===== src/rtl/serial_subtractor_4bit.sv =====
// ---------------------------------------------------------------------------
// serial_subtractor_4bit
//
// Bit-serial unsigned subtractor with valid/ready handshakes on both sides.
// One operand set (A, B, Bin) is taken per input transfer. The difference is
// then computed LSB first, one bit per clock, through a single 1-bit full
// subtractor. The result is presented on Diff/Bout with out_valid and held
// until the consumer takes it.
//
// Timing: an input transfer at edge k raises out_valid from edge k+WIDTH.
// The result leaves at the next edge that sees out_ready=1, and the block is
// ready again one edge after that. Back-to-back throughput is therefore one
// result every WIDTH+2 cycles.
//
// Ports
//   clk        in   1      rising-edge clock for all state
//   rst_n      in   1      asynchronous active-low reset
//   in_valid   in   1      operand set on A/B/Bin is valid
//   in_ready   out  1      block can accept operands (IDLE)
//   A          in   WIDTH  minuend, unsigned
//   B          in   WIDTH  subtrahend, unsigned
//   Bin        in   1      borrow-in
//   out_valid  out  1      Diff/Bout hold a completed result (DONE)
//   out_ready  in   1      consumer accepts the result
//   Diff       out  WIDTH  (A - B - Bin) mod 2^WIDTH
//   Bout       out  1      1 iff A < B + Bin
// ---------------------------------------------------------------------------
module serial_subtractor_4bit #(
  parameter int WIDTH = 4  // legal range 2..32
) (
  input  logic             clk,
  input  logic             rst_n,
  input  logic             in_valid,
  output logic             in_ready,
  input  logic [WIDTH-1:0] A,
  input  logic [WIDTH-1:0] B,
  input  logic             Bin,
  output logic             out_valid,
  input  logic             out_ready,
  output logic [WIDTH-1:0] Diff,
  output logic             Bout
);

  localparam int              CNT_W    = (WIDTH > 1) ? $clog2(WIDTH) : 1;
  localparam logic [CNT_W-1:0] LAST_BIT = CNT_W'(WIDTH - 1);
  localparam logic [CNT_W-1:0] CNT_ONE  = CNT_W'(1);

  typedef enum logic [1:0] {
    IDLE = 2'd0,
    RUN  = 2'd1,
    DONE = 2'd2
  } state_e;

  // Control state and registered handshake outputs
  state_e           state_q;
  logic             in_ready_q;
  logic             out_valid_q;
  logic [CNT_W-1:0] cnt_q;       // index of the bit processed at the next RUN edge

  // Datapath: operand shift registers, running borrow, partial result
  logic [WIDTH-1:0] a_sh_q;
  logic [WIDTH-1:0] b_sh_q;
  logic             br_q;
  // Only WIDTH-1 bits need storing: the final difference bit comes straight
  // from the subtractor on the last RUN edge.
  logic [WIDTH-2:0] res_sh_q;

  // Result registers visible on the outputs
  logic [WIDTH-1:0] diff_q;
  logic             bout_q;

  // One-bit full subtractor and the next view of the result register
  logic             d_bit_d;
  logic             br_d;
  logic [WIDTH-1:0] full_res_d;  // partial result with the current bit on top
  logic [WIDTH-2:0] res_sh_d;

  // NOTE: every signal written here gets a value on every pass through the
  // block, so no latch can be inferred.
  always_comb begin
    d_bit_d    = a_sh_q[0] ^ b_sh_q[0] ^ br_q;
    br_d       = (~a_sh_q[0] & b_sh_q[0]) | (~(a_sh_q[0] ^ b_sh_q[0]) & br_q);
    // Difference bits enter at the MSB end and move down, so after the last
    // bit the register reads LSB-aligned.
    full_res_d = {d_bit_d, res_sh_q};
    res_sh_d   = full_res_d[WIDTH-1:1];
  end

  // Single FSM process: control, datapath and registered outputs together.
  // NOTE: sequential state uses non-blocking assignments only, so every
  // register samples values from before the edge, whatever the statement order.
  always_ff @(posedge clk or negedge rst_n) begin
    // NOTE: reset clears the datapath and result registers too, not only the
    // control state. A reset that lands mid-operation therefore leaves no
    // stale partial result behind.
    if (!rst_n) begin
      state_q     <= IDLE;
      in_ready_q  <= 1'b1;
      out_valid_q <= 1'b0;
      cnt_q       <= '0;
      a_sh_q      <= '0;
      b_sh_q      <= '0;
      br_q        <= 1'b0;
      res_sh_q    <= '0;
      diff_q      <= '0;
      bout_q      <= 1'b0;
    end else begin
      case (state_q)
        IDLE: begin
          // Input transfer: take a private copy of the operands. Later
          // activity on A/B/Bin/in_valid cannot reach the computation.
          if (in_valid) begin
            a_sh_q     <= A;
            b_sh_q     <= B;
            br_q       <= Bin;
            cnt_q      <= '0;
            res_sh_q   <= '0;
            state_q    <= RUN;
            in_ready_q <= 1'b0;
          end
        end

        RUN: begin
          a_sh_q   <= a_sh_q >> 1;
          b_sh_q   <= b_sh_q >> 1;
          br_q     <= br_d;
          res_sh_q <= res_sh_d;
          cnt_q    <= cnt_q + CNT_ONE;
          // Last bit: publish the result. Diff/Bout change only here, so they
          // keep the previous result through IDLE and RUN.
          if (cnt_q == LAST_BIT) begin
            diff_q      <= full_res_d;
            bout_q      <= br_d;
            state_q     <= DONE;
            out_valid_q <= 1'b1;
          end
        end

        DONE: begin
          // Hold the result until the consumer takes it (backpressure).
          if (out_ready) begin
            state_q     <= IDLE;
            out_valid_q <= 1'b0;
            in_ready_q  <= 1'b1;
          end
        end

        default: begin
          state_q     <= IDLE;
          out_valid_q <= 1'b0;
          in_ready_q  <= 1'b1;
        end
      endcase
    end
  end

  assign in_ready  = in_ready_q;
  assign out_valid = out_valid_q;
  assign Diff      = diff_q;
  assign Bout      = bout_q;

endmodule


===== config.mk =====
export PLATFORM = sky130hd
export DESIGN_NAME = serial_subtractor_4bit
export DESIGN_NICKNAME = d
export VERILOG_FILES = /design/src/rtl/serial_subtractor_4bit.sv
export SDC_FILE = /design/constraint.sdc
export NUM_CORES = 1
export LEC_CHECK = 0
export CORE_MARGIN = 2
export CORE_UTILIZATION = 49
export CTS_CLUSTER_DIAMETER = 200
export DETAILED_ROUTE_END_ITERATION = 7
export PLACE_DENSITY_LB_ADDON = 0.3
export SYNTH_ARGS = -nofsm -noshare
export SYNTH_HDL_FRONTEND = slang
export SYNTH_SLANG_ARGS = --single-unit

===== constraint.sdc =====
create_clock -name clk -period 1.5 [get_ports clk]
set_input_delay 0.15 -clock clk [delete_from_list [all_inputs] [get_ports clk]]
set_output_delay 0.15 -clock clk [all_outputs]
set_load 0.05 [all_outputs]

==> results.toml <==
[synth]
synth-adder-area-share_pct = 3.238
synth_xor_area_share_pct = 0
ys_seq_elements = 23
ys_seq_area_share_pct = 57.41
post_syn_instances = 84
compound_cell_area_share_of_the_yosys_netlist_pct = 17.56
synth.distinct_cells = 24
yosysTopAreaCell = "sky130_fd_sc_hd__dfrtp_1"
synth_top_area_share_pct = 54.79
avgSynthCellArea_sq_um = 11.96
muxShareOfSynthArea_pct = 4.483
combinational_family_with_the_most_area_after_synthesis = "compound AO/OA/AOI/OAI gates"
net_count_of_the_mapped_netlist = 99
post_synth_main_area_contributors = "sky130_fd_sc_hd__dfrtp_1 55%, sky130_fd_sc_hd__o221a_2 5.6%, sky130_fd_sc_hd__mux2_2 4.5%"
synth_simple_gate_area_share_pct = 14.57
synth-warning-count = 0
syn-cell-area_sq_um = 1005

[detailed_routing]
via_count = 706
final_antenna_net_count = 0
detail_route.vias_per_cell = 5.153
routed_wl_mm = 1.761
total_iterations_of_the_first_detailed_routing_run = 4
drt-wirelength-per-cell_microns = 12.85
detail_route.iter0.violations = 10
drcViolationCount = 0

[place]
globalplace.congestion = 0.7229
dp_hpwl_mm = 1.342
port_buffers = 19
postPlaceCellArea_sq_um = 1249

[critical_path]
worstSetupPathType = "reg2reg"
timing.critical_path.required_ps = 1700
arrival_time_of_data_at_the_critical_path_endpoint_ps = 1600
register_to_register_path_setup_slack_ps = 100
worstPathMaxFanout = 7
critPathLaunchType = "register"
crit_start = "cnt_q[0]"
critPathCaptureType = "register"
crit-reg2reg-capture = "Diff[0]"
reg2reg_depth = 3
rr_startpoint = "cnt_q[0]"
critical_path.endpoint = "Diff[0]"

[flow_run]
cap_violations = 0

[power_and_ir_drop]
pwr_density_nw_per_um2 = 2148
leak_nw = 0.5689
ir_drop_worst_case_vdd_mv = 1.079

[clock_tree]
cts.sinks = 23
insertion_delay_ps = 300
cts-htree-levels = 1
cts_repair_resize_count = 0
clk_root_buffer_cell = "sky130_fd_sc_hd__clkbuf_4"
cts_post_setup_buffers_inserted = 0
cts_inserted_buffers = 3
cts.clk_slew.worst_paths_ps = 120
tritoncts_clock_tree = "built"
clock_tree.buffer_depth = 2
cts_hold_buffers = 0

[die]
die-area_sq_um = 2429
io-pin-count = 20
std_cell_rows = 16
floorplan.initialDensity_pct = 51.74
die_width_microns = 49.28
fp.coreArea_sq_um = 1942
die-height_microns = 49.28

[layout]
layout-drive-gt1-share_pct = 27.27
finalNetCount = 126
syn2layout_area_growth_pct = 27.02
final_design_area_no_fill_sq_um = 1276
antennaDiodeCount = 0
number_of_fill_cells_in_the_layout = 162

[worst_hold_path]
worstHoldPathType = "in2async"

[sta]
finalHoldViolations = 0
max_freq_ghz = 0.7130
maxSlewHeadroom_pct = 77.88
grt_setup_unrepaired = "no"
finalSetupViolations = 0
tns_ps = 0
timing_worst_slew_pin_value_ps = 330.7
fin_skew_ps = 1.425
report.final.slew_viol_count = 0
timing.final.crit_share_pct = 93.50
timing.final.crit_period_ps = 1403

[grt]
grtUsageTotal_pct = 17.04
grt_start_max_net_pins = 24
first_global_vias = 717
grt_pass1_wl_mm = 3.187
grt_antenna_before_repair = 0
grt-ovfl-total = 0

[run_status]
status = "complete, no violations"
-- state kept, by name, indices dropped and copies added (netlist names) --
register and count:
Diff 4, b_sh_q 4, cnt_q 2, state_q 2
in_ready 1, a_sh_q 4, res_sh_q 3, br_q 1
Bout 1, out_valid 1
-- how the worst min path moves through the flow --
stage / startpoint / to / cells after the start
5_1_grt: rst_n / b_sh_q[3] / 2
4_1_cts: rst_n / b_sh_q[3] / 2
6_report: rst_n / b_sh_q[3] / 2
2_1_floorplan: rst_n / Bout / 0
3_5_place_dp: Bout / Bout / 2
3_3_place_gp: Bout / Bout / 2
-- per-layer routing --
metal	global-route usage, %	wire length (microns)	vias up
met3	2.761	56	0
met1	24.19	871	336
met4	4.286	0	0
li1	-	-	360
met5	0	0	-
met2	27.25	832	10
-- cell usage in the layout (no fill, tap or decap), types with 4 or more instances in the layout --
cell	Yosys	layout
sky130_fd_sc_hd__a22o_1	4	4
sky130_fd_sc_hd__nand3b_1	6	6
sky130_fd_sc_hd__mux2_2	4	4
sky130_fd_sc_hd__o21ai_0	7	7
sky130_fd_sc_hd__nand2_1	7	7
sky130_fd_sc_hd__clkdlybuf4s50_1	0	12
sky130_fd_sc_hd__nor2_1	5	5
sky130_fd_sc_hd__buf_4	2	12
sky130_fd_sc_hd__o221a_2	5	5
sky130_fd_sc_hd__dfrtp_1	22	22
-- power breakdown --
group / switching, mW / internal, mW / leakage (nW)
combinational: 0.717 / 0.641 / 0.271
clock: 0.177 / 0.0993 / 0.0177
sequential: 0.197 / 0.910 / 0.280
-- critical path, cell delays in order, from the launching register on --
cell and delay (ps):
sky130_fd_sc_hd__dfrtp_1 420, sky130_fd_sc_hd__ha_1 240, sky130_fd_sc_hd__nand3b_1 270, sky130_fd_sc_hd__mux2_2 380
-- cells in the mapped netlist --
library cell	n
sky130_fd_sc_hd__a222oi_1	1
sky130_fd_sc_hd__nor3_1	2
sky130_fd_sc_hd__nor2_1	5
sky130_fd_sc_hd__dfstp_2	1
sky130_fd_sc_hd__o221a_2	5
sky130_fd_sc_hd__o21ai_0	7
sky130_fd_sc_hd__o21ba_2	1
sky130_fd_sc_hd__inv_1	2
sky130_fd_sc_hd__a21oi_1	3
sky130_fd_sc_hd__o21bai_1	1
sky130_fd_sc_hd__nand2_1	7
sky130_fd_sc_hd__mux2_2	4
sky130_fd_sc_hd__fa_1	1
sky130_fd_sc_hd__nand3b_1	6
sky130_fd_sc_hd__buf_2	1
sky130_fd_sc_hd__nor2b_1	3
sky130_fd_sc_hd__dfrtp_1	22
sky130_fd_sc_hd__nand2b_1	2
sky130_fd_sc_hd__a22o_1	4
sky130_fd_sc_hd__ha_1	1
sky130_fd_sc_hd__nand2b_2	1
sky130_fd_sc_hd__a211oi_1	1
sky130_fd_sc_hd__buf_4	2
sky130_fd_sc_hd__nor2_2	1
-- kinds of logic after synthesis --
logic type                 count (synthesis)
AOI/OAI and AO/OA                         23
DFF                                       23
buffers and inverters                      5
and+or+nand+nor                           27
adders and majority gates                  2
muxes                                      4
-- through the flow --
| step | hold WS [ps] | total power, mW | cells | util, % | worst slack, ps |
|---|---|---|---|---|---|
| floorplan | -145.6 | 2.054 | 84 | - | 248.4 |
| global placement | 463.7 | 2.452 | 133 | 64.30 | 122.4 |
| detailed placement | 483.1 | 2.491 | 133 | 64.30 | 107.0 |
| CTS | 191.5 | 2.768 | 137 | 65.72 | 84.84 |
| global route | 218.0 | 2.961 | 137 | 65.72 | 25.31 |
| finish | 177.9 | 2.742 | 137 | 65.72 | 97.44 |
-- cell type report --
| class | instances | area (sq um) | share of cell area (%) |
|---|---|---|---|
| clock buffers | 3 | 22.52 | 1.765 |
| flip-flops and latches | 23 | 576.8 | 45.20 |
| multi-input cells | 56 | 400.4 | 31.37 |
| clock inverters | 1 | 5.005 | 0.3922 |
| repair buffers | 25 | 230.2 | 18.04 |
| inverters | 2 | 7.507 | 0.5882 |
| well taps | 27 | 33.78 | 2.647 |
(Power assumes the default switching activity.)
